==> src/rtl/pipe_ctrl_pkg.sv <==
// Shared types and constants for the pipeline stall/flush controller.
// State encoding, stall patterns, the timeout redirect vector and the memory-wait limit.
package pipe_ctrl_pkg;

  typedef enum logic [1:0] {
    ST_RUN      = 2'd0,
    ST_DIV_WAIT = 2'd1,
    ST_MEM_WAIT = 2'd2,
    ST_FLUSH    = 2'd3
  } state_e;

  // Stall bits: 0 pc, 1 if, 2 id, 3 ex, 4 mem, 5 wb (wb is never stalled)
  localparam logic [5:0] STALL_NONE = 6'b000000;
  localparam logic [5:0] STALL_ID   = 6'b000111;
  localparam logic [5:0] STALL_EX   = 6'b001111;
  localparam logic [5:0] STALL_MEM  = 6'b011111;

  localparam logic [31:0] ZERO_WORD       = 32'h0000_0000;
  localparam logic [31:0] MEM_TIMEOUT_VEC = 32'h0000_0020;

  localparam int MEM_TIMEOUT_LIMIT = 16;
  localparam int WAIT_CNT_W        = $clog2(MEM_TIMEOUT_LIMIT);

  function automatic logic [15:0] sat_inc16(input logic [15:0] v);
    return (v == 16'hFFFF) ? v : v + 16'd1;
  endfunction

endpackage

==> src/rtl/pipe_ctrl_wait_timer.sv <==
// Memory-wait timeout counter: counts consecutive un-acked cycles,
// flags expiry on the last allowed cycle of the wait.
module wait_timer
  import pipe_ctrl_pkg::*;
#(
  parameter int LIMIT = MEM_TIMEOUT_LIMIT,
  parameter int W     = WAIT_CNT_W
) (
  input  logic clk,
  input  logic rst,
  input  logic clear,
  input  logic enable,
  output logic expired
);

  localparam logic [W-1:0] LAST = W'(LIMIT - 1);
  localparam logic [W-1:0] ONE  = W'(1);

  logic [W-1:0] count_q;
  logic [W-1:0] count_d;

  // The clearing cycle is itself the first un-acked cycle, so clear+enable restarts at 1
  always_comb begin
    count_d = count_q;
    if (clear) begin
      count_d = enable ? ONE : '0;
    end else if (enable && (count_q != LAST)) begin
      count_d = count_q + ONE;
    end
  end

  always_ff @(posedge clk) begin
    if (rst) begin
      count_q <= '0;
    end else begin
      count_q <= count_d;
    end
  end

  assign expired = enable && !clear && (count_q == LAST);

endmodule

==> src/rtl/pipe_ctrl.sv <==
// Pipeline hazard controller: generates per-stage stalls for load-use, divide
// and memory waits, and a one-cycle flush with redirect PC on exceptions or memory timeout.
module pipe_ctrl
  import pipe_ctrl_pkg::*;
(
  input  logic        clk,
  input  logic        rst,
  input  logic        stallreq_id,
  input  logic        div_start,
  input  logic        div_ready,
  input  logic        mem_req,
  input  logic        mem_ack,
  input  logic        excp_valid,
  input  logic [31:0] excp_vector,
  output logic [5:0]  stall,
  output logic        flush,
  output logic [31:0] new_pc,
  output logic        mem_timeout,
  output logic [15:0] stall_cnt
);

  state_e      state_q, state_d;
  logic [31:0] new_pc_q, new_pc_d;
  logic        mem_timeout_q, mem_timeout_d;
  logic [15:0] stall_cnt_q, stall_cnt_d;
  logic [5:0]  stall_raw;
  logic        timer_clear, timer_en, timer_expired;

  wait_timer #(
    .LIMIT (MEM_TIMEOUT_LIMIT),
    .W     (WAIT_CNT_W)
  ) u_wait_timer (
    .clk     (clk),
    .rst     (rst),
    .clear   (timer_clear),
    .enable  (timer_en),
    .expired (timer_expired)
  );

  always_comb begin
    state_d       = state_q;
    new_pc_d      = new_pc_q;
    mem_timeout_d = 1'b0;
    stall_raw     = STALL_NONE;
    timer_clear   = 1'b0;
    timer_en      = 1'b0;

    case (state_q)
      ST_RUN: begin
        // A completed divide or acked access is not a request, so lower priorities still apply
        if (excp_valid) begin
          new_pc_d = excp_vector;
          state_d  = ST_FLUSH;
        end else if (mem_req && !mem_ack) begin
          stall_raw   = STALL_MEM;
          timer_clear = 1'b1;
          timer_en    = 1'b1;
          state_d     = ST_MEM_WAIT;
        end else if (div_start && !div_ready) begin
          stall_raw = STALL_EX;
          state_d   = ST_DIV_WAIT;
        end else if (stallreq_id) begin
          stall_raw = STALL_ID;
        end
      end

      ST_DIV_WAIT: begin
        if (excp_valid) begin
          new_pc_d = excp_vector;
          state_d  = ST_FLUSH;
        end else if (div_ready) begin
          state_d = ST_RUN;
        end else begin
          stall_raw = STALL_EX;
        end
      end

      ST_MEM_WAIT: begin
        if (excp_valid) begin
          new_pc_d = excp_vector;
          state_d  = ST_FLUSH;
        end else if (mem_ack) begin
          state_d = ST_RUN;
        end else begin
          stall_raw = STALL_MEM;
          timer_en  = 1'b1;
          if (timer_expired) begin
            new_pc_d      = MEM_TIMEOUT_VEC;
            mem_timeout_d = 1'b1;
            state_d       = ST_FLUSH;
          end
        end
      end

      ST_FLUSH: begin
        state_d = ST_RUN;
      end

      default: begin
        state_d = ST_RUN;
      end
    endcase
  end

  always_comb begin
    stall       = rst ? STALL_NONE : stall_raw;
    stall_cnt_d = stall[0] ? sat_inc16(stall_cnt_q) : stall_cnt_q;
  end

  always_ff @(posedge clk) begin
    if (rst) begin
      state_q       <= ST_RUN;
      new_pc_q      <= ZERO_WORD;
      mem_timeout_q <= 1'b0;
      stall_cnt_q   <= 16'd0;
    end else begin
      state_q       <= state_d;
      new_pc_q      <= new_pc_d;
      mem_timeout_q <= mem_timeout_d;
      stall_cnt_q   <= stall_cnt_d;
    end
  end

  assign flush       = (state_q == ST_FLUSH) && !rst;
  assign new_pc      = new_pc_q;
  assign mem_timeout = mem_timeout_q;
  assign stall_cnt   = stall_cnt_q;

endmodule

==> config.mk <==
export PLATFORM = sky130hd
export DESIGN_NAME = pipe_ctrl
export DESIGN_NICKNAME = d
export VERILOG_FILES = /design/src/rtl/pipe_ctrl_pkg.sv /design/src/rtl/pipe_ctrl_wait_timer.sv /design/src/rtl/pipe_ctrl.sv
export SDC_FILE = /design/constraint.sdc
export NUM_CORES = 1
export LEC_CHECK = 0
export CAP_MARGIN = 20
export CORE_MARGIN = 5
export CORE_UTILIZATION = 42
export DETAILED_ROUTE_END_ITERATION = 10
export HOLD_SLACK_MARGIN = 0.06
export PLACE_DENSITY = 0.84
export REMOVE_ABC_BUFFERS = 1
export SYNTH_ARGS = -nofsm -noshare
export SYNTH_HDL_FRONTEND = slang
export SYNTH_SLANG_ARGS = --single-unit
==> constraint.sdc <==
create_clock -name clk -period 3.2 [get_ports clk]
set_clock_uncertainty 0.15 [all_clocks]
set_input_delay 0.8 -clock clk [delete_from_list [all_inputs] [get_ports clk]]
set_output_delay 0.8 -clock clk [all_outputs]
set_load 0.1 [all_outputs]
==> impl_metrics.csv <==
group,metric,value,unit
logic_synthesis,ys_seq_area_frac,0.480,
cells_and_area,final_common_cell,"buf_4",
sta,setup_total_negative_slack,0,ns
detailed_routing,final_antenna_net_count,0,
worst_setup_path,timing.critical_path.from_type,"input port",
floorplanning,die-width,83.9,um
hold_path,hp-class,"reg -> reg",
outcome,run_status,"finished, final reports clean",
cts,clock_tree.root_cell,"clkbuf_8",
logic_synthesis,dominant_combinational_cell_family_by_area_after_synthesis,"compound AO/OA/AOI/OAI gates",
detailed_routing,vias_per_cell,5.40,
floorplanning,floorplan.die.height,83.9,um
global_route,grt_overflow,0,
logic_synthesis,synth_edf_count,0,
placement,port_buffers,94,
sta,rsz0062_at_grt,"no",
cells_and_area,number_of_fillers_in_the_final_layout,473,
worst_setup_path,critical_path_class,"in -> out",
power_and_ir_drop,power-per-cell-area,494,nW/um^2
sta,timing.final.max_slew_violations,0,
detailed_routing,num_vias,2209,
placement,place_hpwl,4620,um
floorplanning,num_io_pins,96,
floorplanning,dieArea,7050,sq um
logic_synthesis,synthSimpleGateAreaFrac,0.187,
detailed_routing,avgRoutedWirePerCell,15.4,um
power_and_ir_drop,leakage_power,1.45,nW
sta,fin_worst_hold_slack,0.338,ns
detailed_routing,wl,6310,um
logic_synthesis,parity_gate_share_of_the_synthesized_area_counting_xor_and_xnor_cells,0.00763,
job,maxCapViolCount,0,
global_route,grt_pass1_vias,2141,
logic_synthesis,yosys.area_share.adder,0.0109,
sta,finalCritPeriodShare,0.984,
cells_and_area,most-common-layout-cells,"buf_4 (63), dfxtp_1 (55), clkdlybuf4s50_1 (33)",
floorplanning,starting_density,0.425,
floorplanning,standard_cell_row_count,27,
sta,timing.final.ws_setup,0.0505,ns
cells_and_area,area_growth_syn_to_layout,49.3,%
global_route,gr-usage-all-layers,0.173,
logic_synthesis,asyncSetResetFlopFracSynth,0,
placement,pre_cts_slack,-0.261,ns
cells_and_area,postLayoutCoreUtil,0.634,
logic_synthesis,synthesis.area_per_instance,9.53,sq um
logic_synthesis,synth_ff_type,"dfxtp_1",
cells_and_area,total_inserted_antenna_cells,0,
cts,cts_buffers,5,
cts,clkTransAtPathRegs,0.10,ns
logic_synthesis,synth.area.mux_share,0.0185,
sta,timing.final.hold_violations,0,
sta,max_clock_freq,318,MHz
global_route,grt_antenna_before_repair,0,
logic_synthesis,synth_cells,241,
detailed_routing,drtPass1Iterations,5,
logic_synthesis,synth.ff_latch_count,55,
detailed_routing,drc_errors,0,
floorplanning,floorplan.core_area,5410,sq um
logic_synthesis,synth_compound_gate_area_share,0.237,
worst_setup_path,end_kind,"output pin",
worst_setup_path,critPathArrivalTime,2.20,ns
placement,globalplace.congestion,0.857,
cts,tritoncts,"yes",
cells_and_area,final_stage_net_count,378,
cts,clkLatencyLatePin,0.30,ns
cells_and_area,drive_above_1_share,0.267,
power_and_ir_drop,ir_worst_vdd,0.230,mV
logic_synthesis,syn_warnings,0,
cells_and_area,final_design_area_no_fill,3430,sq um
cts,clockBufferDepth,2,
logic_synthesis,netlist-cell-type-count,44,
placement,dpl-instance-area,3270,sq um
sta,timing.final.setup_violations,0,
global_route,maximum_number_of_pins_on_one_net_before_global_route_repair,32,
sta,finalWorstPathRequiredPeriod,3.15,ns
global_route,grt_pass1_wl,10200,um
logic_synthesis,mappedNetlistArea,2300,sq um
worst_setup_path,crit_required,2.25,ns
detailed_routing,initialDrtViolationCount,67,
cts,numClockSinks,55,
cts,cts_max_level,2,
worst_setup_path,critical_path.max_fanout,4,
## layer usage
layer	up-vias	track usage	share of wire
met2	52	0.322	0.52
met3	12	0.0355	0.042
li1	1091	-	-
met1	1054	0.196	0.42
met4	0	0.0526	0.020
met5	-	0	0
## critical path, cell delays in order
cell and delay [ns]:
dlygate4sd2_1 0.26, or4_1 0.47, a31o_1 0.19, and2_4 0.14, clkinvlp_4 0.14, buf_12 0.19
## path summary, 6_finish.rpt
| check | end | slack [ns] | startpoint | cells after the start |
|---|---|---|---|---|
| worst max-delay path | stall[0] | 0.05 | excp_valid | 6 |
| worst max register to register | stall_cnt[10] | 0.81 | state_q[1] | 6 |
| worst min-delay path | new_pc[13] | 0.34 | new_pc[13] | 1 |
| worst min register to register | new_pc[13] | 0.34 | new_pc[13] | 1 |
## per-stage QoR
stage                     power, W  std cells
after global routing       0.00176        409
after floorplan            0.00108        220
after global placement     0.00123        399
after detailed placement   0.00124        399
final                      0.00169        409
after CTS                  0.00170        408
## cell type report
class                           count  area [sq um]  share of cell area
Tap cell                           72          90.1              0.0263
Clock buffer                        6          72.6              0.0212
Clock inverter                      2          38.8              0.0113
Sequential cell                    55          1100               0.321
Multi-Input combinational cell    158          1090               0.319
Inverter                            7          30.0             0.00876
Timing Repair Buffer              109          1000               0.292
## registers in the layout, summed over array words and instances (netlist names)
name,flops
mem_timeout,1
new_pc,32
stall_cnt,16
state_q,2
u_wait_timer.count_q,4
## Yosys cell counts, types with 2 or more instances
cell type,instances,area (sq um)
nor3_1,3,15.0
buf_4,3,22.5
ha_1,2,25.0
clkbuf_1,14,52.6
nor3b_1,2,15.0
o311ai_0,4,35.0
o211ai_1,2,15.0
nor2b_1,4,25.0
nor4_1,3,18.8
or3_1,3,18.8
nor2_1,12,45.0
o31ai_1,7,52.6
a31oi_1,2,12.5
inv_1,7,26.3
nand4_1,5,31.3
o21ai_0,4,20.0
or2_2,2,12.5
nand2b_1,2,12.5
nand2_1,15,56.3
and3_1,5,31.3
nand3_1,8,40.0
a22o_1,31,272
a21oi_1,12,60.1
buf_6,2,22.5
mux2i_1,2,20.0
dfxtp_1,55,1100
mux2_2,2,22.5
xor2_1,2,17.5
or4_1,10,75.1
o41ai_1,2,17.5
## power by group
| part | internal [W] | switching, W | total [W] |
|---|---|---|---|
| combinational | 0.000149 | 0.000340 | 0.000489 |
| sequential | 0.000717 | 0.0000216 | 0.000739 |
| clock | 0.000237 | 0.000229 | 0.000466 |
| total | 0.00110 | 0.000590 | 0.00169 |
## cell families (layout without fill, tap and decap cells)
family                     after synthesis  after routing
adders and majority gates                2              2
buffers and inverters                   28            124
AOI/OAI and AO/OA                       71             71
and+or+nand+nor                         78             78
xor gates and xnor gates                 2              2
muxes                                    4              4
other                                    1              1
DFF                                     55             55
## repair_timing
item                       4_1_cts  5_1_grt
resized for setup                6        5
setup endpoints to repair        4        4
hold buffers                     0        0
setup buffers                    1        1
pin swaps                        0        1
No activity file was read; power rests on OpenSTA's default activity.
